===== src/rtl/mips_defs_pkg.sv =====
// Shared MIPS datapath definitions: widths, architectural register indices,
// stack-pointer reset value and the read-port bypass enable.
package mips_defs;
   localparam int          DATA_W    = 32;
   localparam int          ADDR_W    = 5;
   localparam logic [4:0]  REG_ZERO  = 5'd0;
   localparam logic [4:0]  REG_SP    = 5'd29;
   localparam logic [31:0] SP_INIT   = 32'h0000_03FC;
   localparam bit          BYPASS_EN = 1'b1;
endpackage


===== src/rtl/reg_file_read_port.sv =====
// One combinational read port: register-0 forcing, write-through compare and
// the final select between bypass data and stored data.
module reg_read_port
   import mips_defs::*;
#(
   parameter int DATA_W    = mips_defs::DATA_W,
   parameter int ADDR_W    = mips_defs::ADDR_W,
   parameter bit BYPASS_EN = mips_defs::BYPASS_EN
) (
   input  logic [ADDR_W-1:0] read_addr,
   input  logic              bypass_valid,
   input  logic [ADDR_W-1:0] write_addr,
   input  logic [DATA_W-1:0] write_data,
   input  logic [DATA_W-1:0] stored_data,
   output logic [DATA_W-1:0] data
);

   // Register 0 outranks the bypass so a discarded write can never leak through.
   always_comb begin
      data = stored_data;
      if (read_addr == ADDR_W'(REG_ZERO)) begin
         data = '0;
      end else if (BYPASS_EN && bypass_valid && (write_addr == read_addr)) begin
         data = write_data;
      end
   end

endmodule


===== src/rtl/reg_file.sv =====
// Two-read/one-write general-purpose register file with hardwired zero
// register, programmable $sp reset value and a saturating write counter.
module reg_file
   import mips_defs::*;
#(
   parameter int                        DATA_W  = mips_defs::DATA_W,
   parameter int                        ADDR_W  = mips_defs::ADDR_W,
   parameter logic [mips_defs::DATA_W-1:0] SP_INIT = mips_defs::SP_INIT
) (
   input  logic              clk,
   input  logic              reset,
   input  logic [ADDR_W-1:0] read_addr_a,
   input  logic [ADDR_W-1:0] read_addr_b,
   input  logic              write_enable,
   input  logic [ADDR_W-1:0] write_addr,
   input  logic [DATA_W-1:0] write_data,
   output logic [DATA_W-1:0] data_a,
   output logic [DATA_W-1:0] data_b,
   output logic [15:0]       write_count
);

   localparam int unsigned NUM_REGS = 1 << ADDR_W;

   logic [DATA_W-1:0] regs [NUM_REGS];
   logic              write_valid;
   logic              bypass_valid;

   assign write_valid  = write_enable && (write_addr != ADDR_W'(REG_ZERO));
   // Bypass is suppressed under reset so the ports show the cleared file.
   assign bypass_valid = write_valid && !reset;

   always_ff @(posedge clk or posedge reset) begin
      if (reset) begin
         for (int unsigned i = 0; i < NUM_REGS; i++) begin
            regs[i] <= '0;
         end
         regs[ADDR_W'(REG_SP)] <= DATA_W'(SP_INIT);
         write_count           <= '0;
      end else if (write_valid) begin
         regs[write_addr] <= write_data;
         if (write_count != '1) begin
            write_count <= write_count + 16'd1;
         end
      end
   end

   reg_read_port #(
      .DATA_W    (DATA_W),
      .ADDR_W    (ADDR_W),
      .BYPASS_EN (BYPASS_EN)
   ) u_port_a (
      .read_addr    (read_addr_a),
      .bypass_valid (bypass_valid),
      .write_addr   (write_addr),
      .write_data   (write_data),
      .stored_data  (regs[read_addr_a]),
      .data         (data_a)
   );

   reg_read_port #(
      .DATA_W    (DATA_W),
      .ADDR_W    (ADDR_W),
      .BYPASS_EN (BYPASS_EN)
   ) u_port_b (
      .read_addr    (read_addr_b),
      .bypass_valid (bypass_valid),
      .write_addr   (write_addr),
      .write_data   (write_data),
      .stored_data  (regs[read_addr_b]),
      .data         (data_b)
   );

endmodule


===== config.mk =====
export PLATFORM = sky130hd
export DESIGN_NAME = reg_file
export DESIGN_NICKNAME = d
export VERILOG_FILES = /design/src/rtl/mips_defs_pkg.sv /design/src/rtl/reg_file_read_port.sv /design/src/rtl/reg_file.sv
export SDC_FILE = /design/constraint.sdc
export NUM_CORES = 2
export LEC_CHECK = 0
export ABC_AREA = 1
export CORE_ASPECT_RATIO = 1.4
export CORE_MARGIN = 4
export CORE_UTILIZATION = 55
export CTS_BUF_LIST = sky130_fd_sc_hd__clkbuf_4
export DETAILED_ROUTE_END_ITERATION = 6
export PLACE_DENSITY_LB_ADDON = 0.25
export SYNTH_ARGS = -nofsm -noshare
export SYNTH_HDL_FRONTEND = slang
export SYNTH_SLANG_ARGS = --single-unit

===== constraint.sdc =====
create_clock -name clk -period 48.5 [get_ports clk]
set_clock_uncertainty 0.05 [all_clocks]
set_input_delay 4.85 -clock clk [delete_from_list [all_inputs] [get_ports clk]]
set_output_delay 4.85 -clock clk [all_outputs]
set_load 0.02 [all_outputs]

==> flow_metrics.py <==
metrics = {
    "cts": {
        "cts.root.buffer_cell": "clkbuf_4",
        "cts_buffers": 286,
        "holdBufCountCts": 0,
        "htreeDepth": 5,
        "cts_sinks": 1040,
        "clk_latency_ns": 1.23,
        "cts_max_path_buffers": 4,
        "path_clk_slew_ns": 0.06,
        "postCtsSetupBuffers": 0,
        "postCtsResizedCells": 0,
        "cts_tree": "built",
    },
    "routing": {
        "viasPerCell": 6.133,
        "drtIter0Drc": 9255,
        "first_pass_iters": 7,
        "antenna_left": 0,
        "wl_per_cell_microns": 22.86,
        "vias": 60578,
        "routed_wl_mm": 225.8,
        "drc": 7,
    },
    "synth": {
        "synth_top_area_cell": "dfrtp_1",
        "synth_compound_area_share_pct": 20.72,
        "yosys_warnings": 0,
        "synth_area_leaders": "dfrtp_1 44%, nand2_1 14%, o21ai_0 13%",
        "synth_adder_area_share_pct": 0.02117,
        "synthesis.instances": 8498,
        "muxShareOfSynthArea_pct": 0,
        "avgSynthCellArea_sq_um": 6.956,
        "yosys_register_bits": 1040,
        "synth_top_area_share_pct": 43.69,
        "synth_xor_area_share_pct": 0.3260,
        "synth.distinct_cells": 31,
        "netlist_area_sq_um": 59110,
        "yosysSeqAreaShare_pct": 44.04,
        "synth_top_family_by_area": "simple AND/OR/NAND/NOR gates",
        "syn_nets": 8549,
        "synth-simple-area-share_pct": 24.19,
    },
    "layout": {
        "drive_above_1_share_pct": 7.570,
        "syn_to_final_growth_pct": 7.193,
        "final_cell_area_sq_um": 63360,
        "nets": 8309,
        "utilization_pct": 59.24,
        "layout_commonest_cell": "nand2_1",
        "final_cell_mix": "2193 x nand2_1, 1494 x o21ai_0, 1032 x dfrtp_1",
    },
    "die": {
        "dieArea_sq_um": 112900,
        "initial_core_util_pct": 55.27,
        "die_x_microns": 285.1,
        "core_area_sq_um": 107000,
        "io_pins": 130,
        "die_h_microns": 395.9,
        "rows": 142,
    },
    "pwr": {
        "power.density_nw_per_um2": 38.42,
        "intPower_mw": 1.607,
        "p_sw_mw": 0.8272,
        "leakage_nw": 30.45,
        "seq_power_share_pct": 46.7,
        "clkPwrFrac_pct": 31.6,
        "combPwrFrac_pct": 21.7,
        "peakVddDrop_uv": 22.94,
        "p_sw_share_pct": 33.98,
    },
    "sta": {
        "maxSlewViolCount": 0,
        "hold_viol": 0,
        "timing.hold.ws_ns": 0.3253,
        "min_period_ns": 15.00,
        "rsz0062_at_grt": "no",
        "setup_ws_ns": 33.50,
        "finalSetupViolCount": 0,
        "fin_crit_sh_pct": 30.92,
        "worst_pin_slew_ns": 1.255,
        "fmax_ghz": 0.06668,
        "max_slew_margin_pct": 16.33,
        "tns_ns": 0,
    },
    "placed_design": {
        "place.detailed.hpwl_mm": 118.7,
        "portBuffers": 129,
        "place_area_sq_um": 60040,
        "globalplace.congestion": 0.8902,
        "pre_cts_ws_ns": 33.84,
    },
    "worst_hold_path": {
        "hold_end": "regs[1016]",
        "min_path_type": "flip-flop to flip-flop",
        "whs_path_depth": 0,
        "hold_start": "regs[1016]",
    },
    "grt": {
        "track_usage_pct": 39.16,
        "grt_max_degree": 194,
        "grt_pass1_wl_mm": 340.5,
        "grt_pass1_vias": 57020,
        "grt_antenna_before_repair": 9,
        "grt_overflow": 0,
    },
    "status": {
        "violations": "DRC",
        "status": "finished, violations left",
    },
    "worst_setup_path": {
        "cp.arrival_ns": 10.10,
        "ff2ff_path_depth": 11,
        "path_class": "input pin to primary output",
        "start_kind": "input pin",
        "rrSetupSlack_ns": 46.60,
        "worstPathRequired_ns": 43.60,
        "r2r-end": "write_count[10]",
        "critPathCaptureType": "primary output",
        "reg2reg_from": "write_count[3]",
        "worstPathMaxFanout": 41,
    },
    "job": {
        "drv_cap": 0,
    },
}
-- cell usage after synthesis (all sizes together) --
master     n
a21oi    644
ha         1
o21ai   1583
clkbuf   478
or2       22
clkinv     1
nand2   2223
nor2     319
xor2      10
dfrtp   1032
nand4      6
nand3    867
o211ai   122
nor3b      1
dfstp      8
buf      281
nor3      16
inv      846
a211oi    25
nor4       1
xnor2     12
-- state kept, by name (all words and copies together) (netlist names) --
name	flops
write_count	16
regs	1024
-- kinds of logic (layout without fill, tap and decap cells) --
| logic type | after synthesis | in the layout |
|---|---|---|
| and+or+nand+nor | 3455 | 3455 |
| adders and majority gates | 1 | 1 |
| buffers and inverters | 1606 | 1523 |
| DFF | 1040 | 1040 |
| other | 0 | 22 |
| AOI/OAI and AO/OA | 2374 | 2374 |
| xor gates and xnor gates | 22 | 22 |
-- routing by layer --
metal | global-route usage (%) | vias up | wire length [microns]
met5 | 0 | - | 30
met4 | 22.68 | 4 | 15000
met3 | 10.28 | 904 | 29450
met2 | 59.85 | 4321 | 98460
met1 | 50.48 | 28129 | 82850
li1 | - | 27220 | -
-- layout make-up --
type | instances | area, sq um
fillers | 10135 | 43600
multi-input cells | 5852 | 26870
flip-flops and latches | 1040 | 26040
inverters | 847 | 3219
clock buffers | 417 | 3131
repair buffers | 231 | 2120
well taps | 1440 | 1802
clock inverters | 28 | 135.1
diodes | 22 | 55.05
-- worst max-delay path by stage --
stage / from / to / depth (start not counted)
after floorplan: reset / regs[0] / 1
after global placement: read_addr_a[2] / data_a[0] / 12
after detailed placement: read_addr_a[2] / data_a[0] / 12
after CTS: read_addr_a[2] / data_a[0] / 12
after global routing: read_addr_a[2] / data_a[0] / 12
final: read_addr_a[2] / data_a[0] / 12
-- power by group through the flow --
stage	logic [mW]	registers (mW)	clock network, mW
final	0.529	1.14	0.769
after global routing	0.599	1.15	0.820
after CTS	0.520	1.13	0.772
after detailed placement	0.518	1.15	0
after global placement	0.503	1.14	0
after floorplan	0.375	1.13	0
-- through the flow --
step / power (mW) / instances
finish: 2.434 / 9877
global route: 2.574 / 9873
CTS: 2.423 / 9855
detailed placement: 1.663 / 9410
global placement: 1.643 / 9410
floorplan: 1.504 / 8498
-- critical path, cell delays in order --
cell and delay, ns:
buf_4 0.63, clkinv_2 1.10, nor2_4 1.20, buf_4 0.75, nand2_1 0.13, nor2_1 0.12
nor2_1 0.06, nand2_1 0.05, nand3_1 0.09, nand2_1 0.35, inv_1 0.09, clkdlybuf4s50_1 0.56
(Power assumes the default switching activity.)
==> RTL edit: new RTL, config.mk and constraints unchanged <==
Register the inputs `read_addr_a`, `read_addr_b`, `write_enable`, `write_addr` and `write_data` before use. The logic sees them one clock later.
--- a/src/rtl/reg_file.sv
+++ b/src/rtl/reg_file.sv
@@ -22,9 +22,23 @@
    localparam int unsigned NUM_REGS = 1 << ADDR_W;
 
+   logic [ADDR_W-1:0] read_addr_a_q;
+   logic [ADDR_W-1:0] read_addr_b_q;
+   logic write_enable_q;
+   logic [ADDR_W-1:0] write_addr_q;
+   logic [DATA_W-1:0] write_data_q;
+
+   always_ff @(posedge clk) begin
+      read_addr_a_q  <= read_addr_a;
+      read_addr_b_q  <= read_addr_b;
+      write_enable_q <= write_enable;
+      write_addr_q   <= write_addr;
+      write_data_q   <= write_data;
+   end
+
    logic [DATA_W-1:0] regs [NUM_REGS];
    logic              write_valid;
    logic              bypass_valid;
 
-   assign write_valid  = write_enable && (write_addr != ADDR_W'(REG_ZERO));
+   assign write_valid  = write_enable_q && (write_addr_q != ADDR_W'(REG_ZERO));
    // Bypass is suppressed under reset so the ports show the cleared file.
    assign bypass_valid = write_valid && !reset;
@@ -38,5 +52,5 @@
          write_count           <= '0;
       end else if (write_valid) begin
-         regs[write_addr] <= write_data;
+         regs[write_addr_q] <= write_data_q;
          if (write_count != '1) begin
             write_count <= write_count + 16'd1;
@@ -50,9 +64,9 @@
       .BYPASS_EN (BYPASS_EN)
    ) u_port_a (
-      .read_addr    (read_addr_a),
+      .read_addr    (read_addr_a_q),
       .bypass_valid (bypass_valid),
-      .write_addr   (write_addr),
-      .write_data   (write_data),
-      .stored_data  (regs[read_addr_a]),
+      .write_addr   (write_addr_q),
+      .write_data   (write_data_q),
+      .stored_data  (regs[read_addr_a_q]),
       .data         (data_a)
    );
@@ -63,9 +77,9 @@
       .BYPASS_EN (BYPASS_EN)
    ) u_port_b (
-      .read_addr    (read_addr_b),
+      .read_addr    (read_addr_b_q),
       .bypass_valid (bypass_valid),
-      .write_addr   (write_addr),
-      .write_data   (write_data),
-      .stored_data  (regs[read_addr_b]),
+      .write_addr   (write_addr_q),
+      .write_data   (write_data_q),
+      .stored_data  (regs[read_addr_b_q]),
       .data         (data_b)
    );
Formal check against the unedited RTL: not equivalent (a bounded check fails within 4 cycles, from zero or initial values and one cycle with reset high).
==> RTL edit against the unedited design <==
Critical path type unchanged; wire length rose by 0.93%; final area rose by 1.7%; count of clock-buffer cells in the layout rose by 24; area after synthesis rose by 1.6%; setup slack improved by 2000 ps; largest cell class is now registers; global-route usage rose by 0.13 points; power rose by 2.4%; sequential cell count rose by 48; the flow still finishes with violations (design-rule violations).
==> RTL edit: results <==
export IMPL_outcome="finished, violations left"
export IMPL_failed_checks="design-rule violations"
export IMPL_clock_latency_ps=1250
export IMPL_finalNetCount=8355
export IMPL_grtUsageMet3_pct=11.66
export IMPL_reg_top3="regs (1024), write_data_q (32), write_count (16)"
export IMPL_cp_arrival_ps=8100
export IMPL_drive_above_1_share_pct=7.344
export IMPL_use_met2_pct=58.91
export IMPL_rrSetupSlack_ps=45100
export IMPL_hp_start="regs[998]"
export IMPL_synthCells=8548
export IMPL_avgRoutedWirePerCell_um=22.90
export IMPL_first_iter_violations=8523
export IMPL_worstHoldEndpoint="regs[998]"
export IMPL_dp_hpwl_um=118600
export IMPL_numCtsBuffers=294
export IMPL_ir_worst_vdd_mv=0.02643
export IMPL_r2r_start="write_addr_q[2]"
export IMPL_p_leak_nw=30.87
export IMPL_grt_pass1_vias=57536
export IMPL_post_route_drc_count=5
export IMPL_grt_use_total_pct=39.29
export IMPL_grt_max_degree=218
export IMPL_slew_headroom_pct=5.031
export IMPL_synthTopCellsByArea="dfrtp_1, nand2_1, o21ai_0"
export IMPL_reg2reg_depth=9
export IMPL_post_synth_num_cell_types=29
export IMPL_grt_pass1_wl_um=344500
export IMPL_met1_length_um=81410
export IMPL_dr_wl_met2_um=96920
export IMPL_place_area_um2=60910
RTL edit: changes by cell type after synthesis, moves of 19 or more:
cell,change
dfxtp_1,+48
or2_2,-20
o21ai_1,-28
o21ai_0,+38
a211oi_1,-25
nor2_1,+19
RTL edit: how the worst max path moves through the flow:
stage          startpoint         end  slack (ps)  cells after the start
2_1_floorplan       reset     regs[0]       14340                      1
3_3_place_gp        reset  data_a[23]       35770                      9
3_5_place_dp        reset   data_a[2]       35620                      9
4_1_cts             reset   data_a[2]       35610                      9
5_1_grt             reset  data_a[22]       35400                      9
6_report            reset   data_a[2]       35500                      9
RTL edit: kinds of logic after synthesis:
family | count (synthesis) | synth area share, %
compound gates | 2353 | 20.17
xor+xnor | 23 | 0.3355
fa+ha+maj | 1 | 0.02083
buf+inv | 1588 | 10.45
flops | 1088 | 44.96
simple gates | 3495 | 24.06
RTL edit: critical path: stages:
cell,delay [ps]
clkdlybuf4s50_1,540
nor2_4,150
buf_4,610
nand2_4,710
o21ai_0,500
inv_1,70
nand2_1,70
inv_1,40
clkdlybuf4s50_1,520
RTL edit: power by group:
part / internal (mW) / total [mW] / switching, mW
Sequential: 1.07 / 1.18 / 0.112
Combinational: 0.175 / 0.500 / 0.324
Clock: 0.417 / 0.814 / 0.397
RTL edit: area by class of cell:
cell class | count | share of cell area (%)
repair buffers | 222 | 3.223
inverters | 826 | 4.878
multi-input cells | 5872 | 41.67
flip-flops and latches | 1088 | 41.95
well taps | 1450 | 2.816
clock inverters | 48 | 0.3243
clock buffers | 441 | 5.138
diodes | 2 | 0.007767
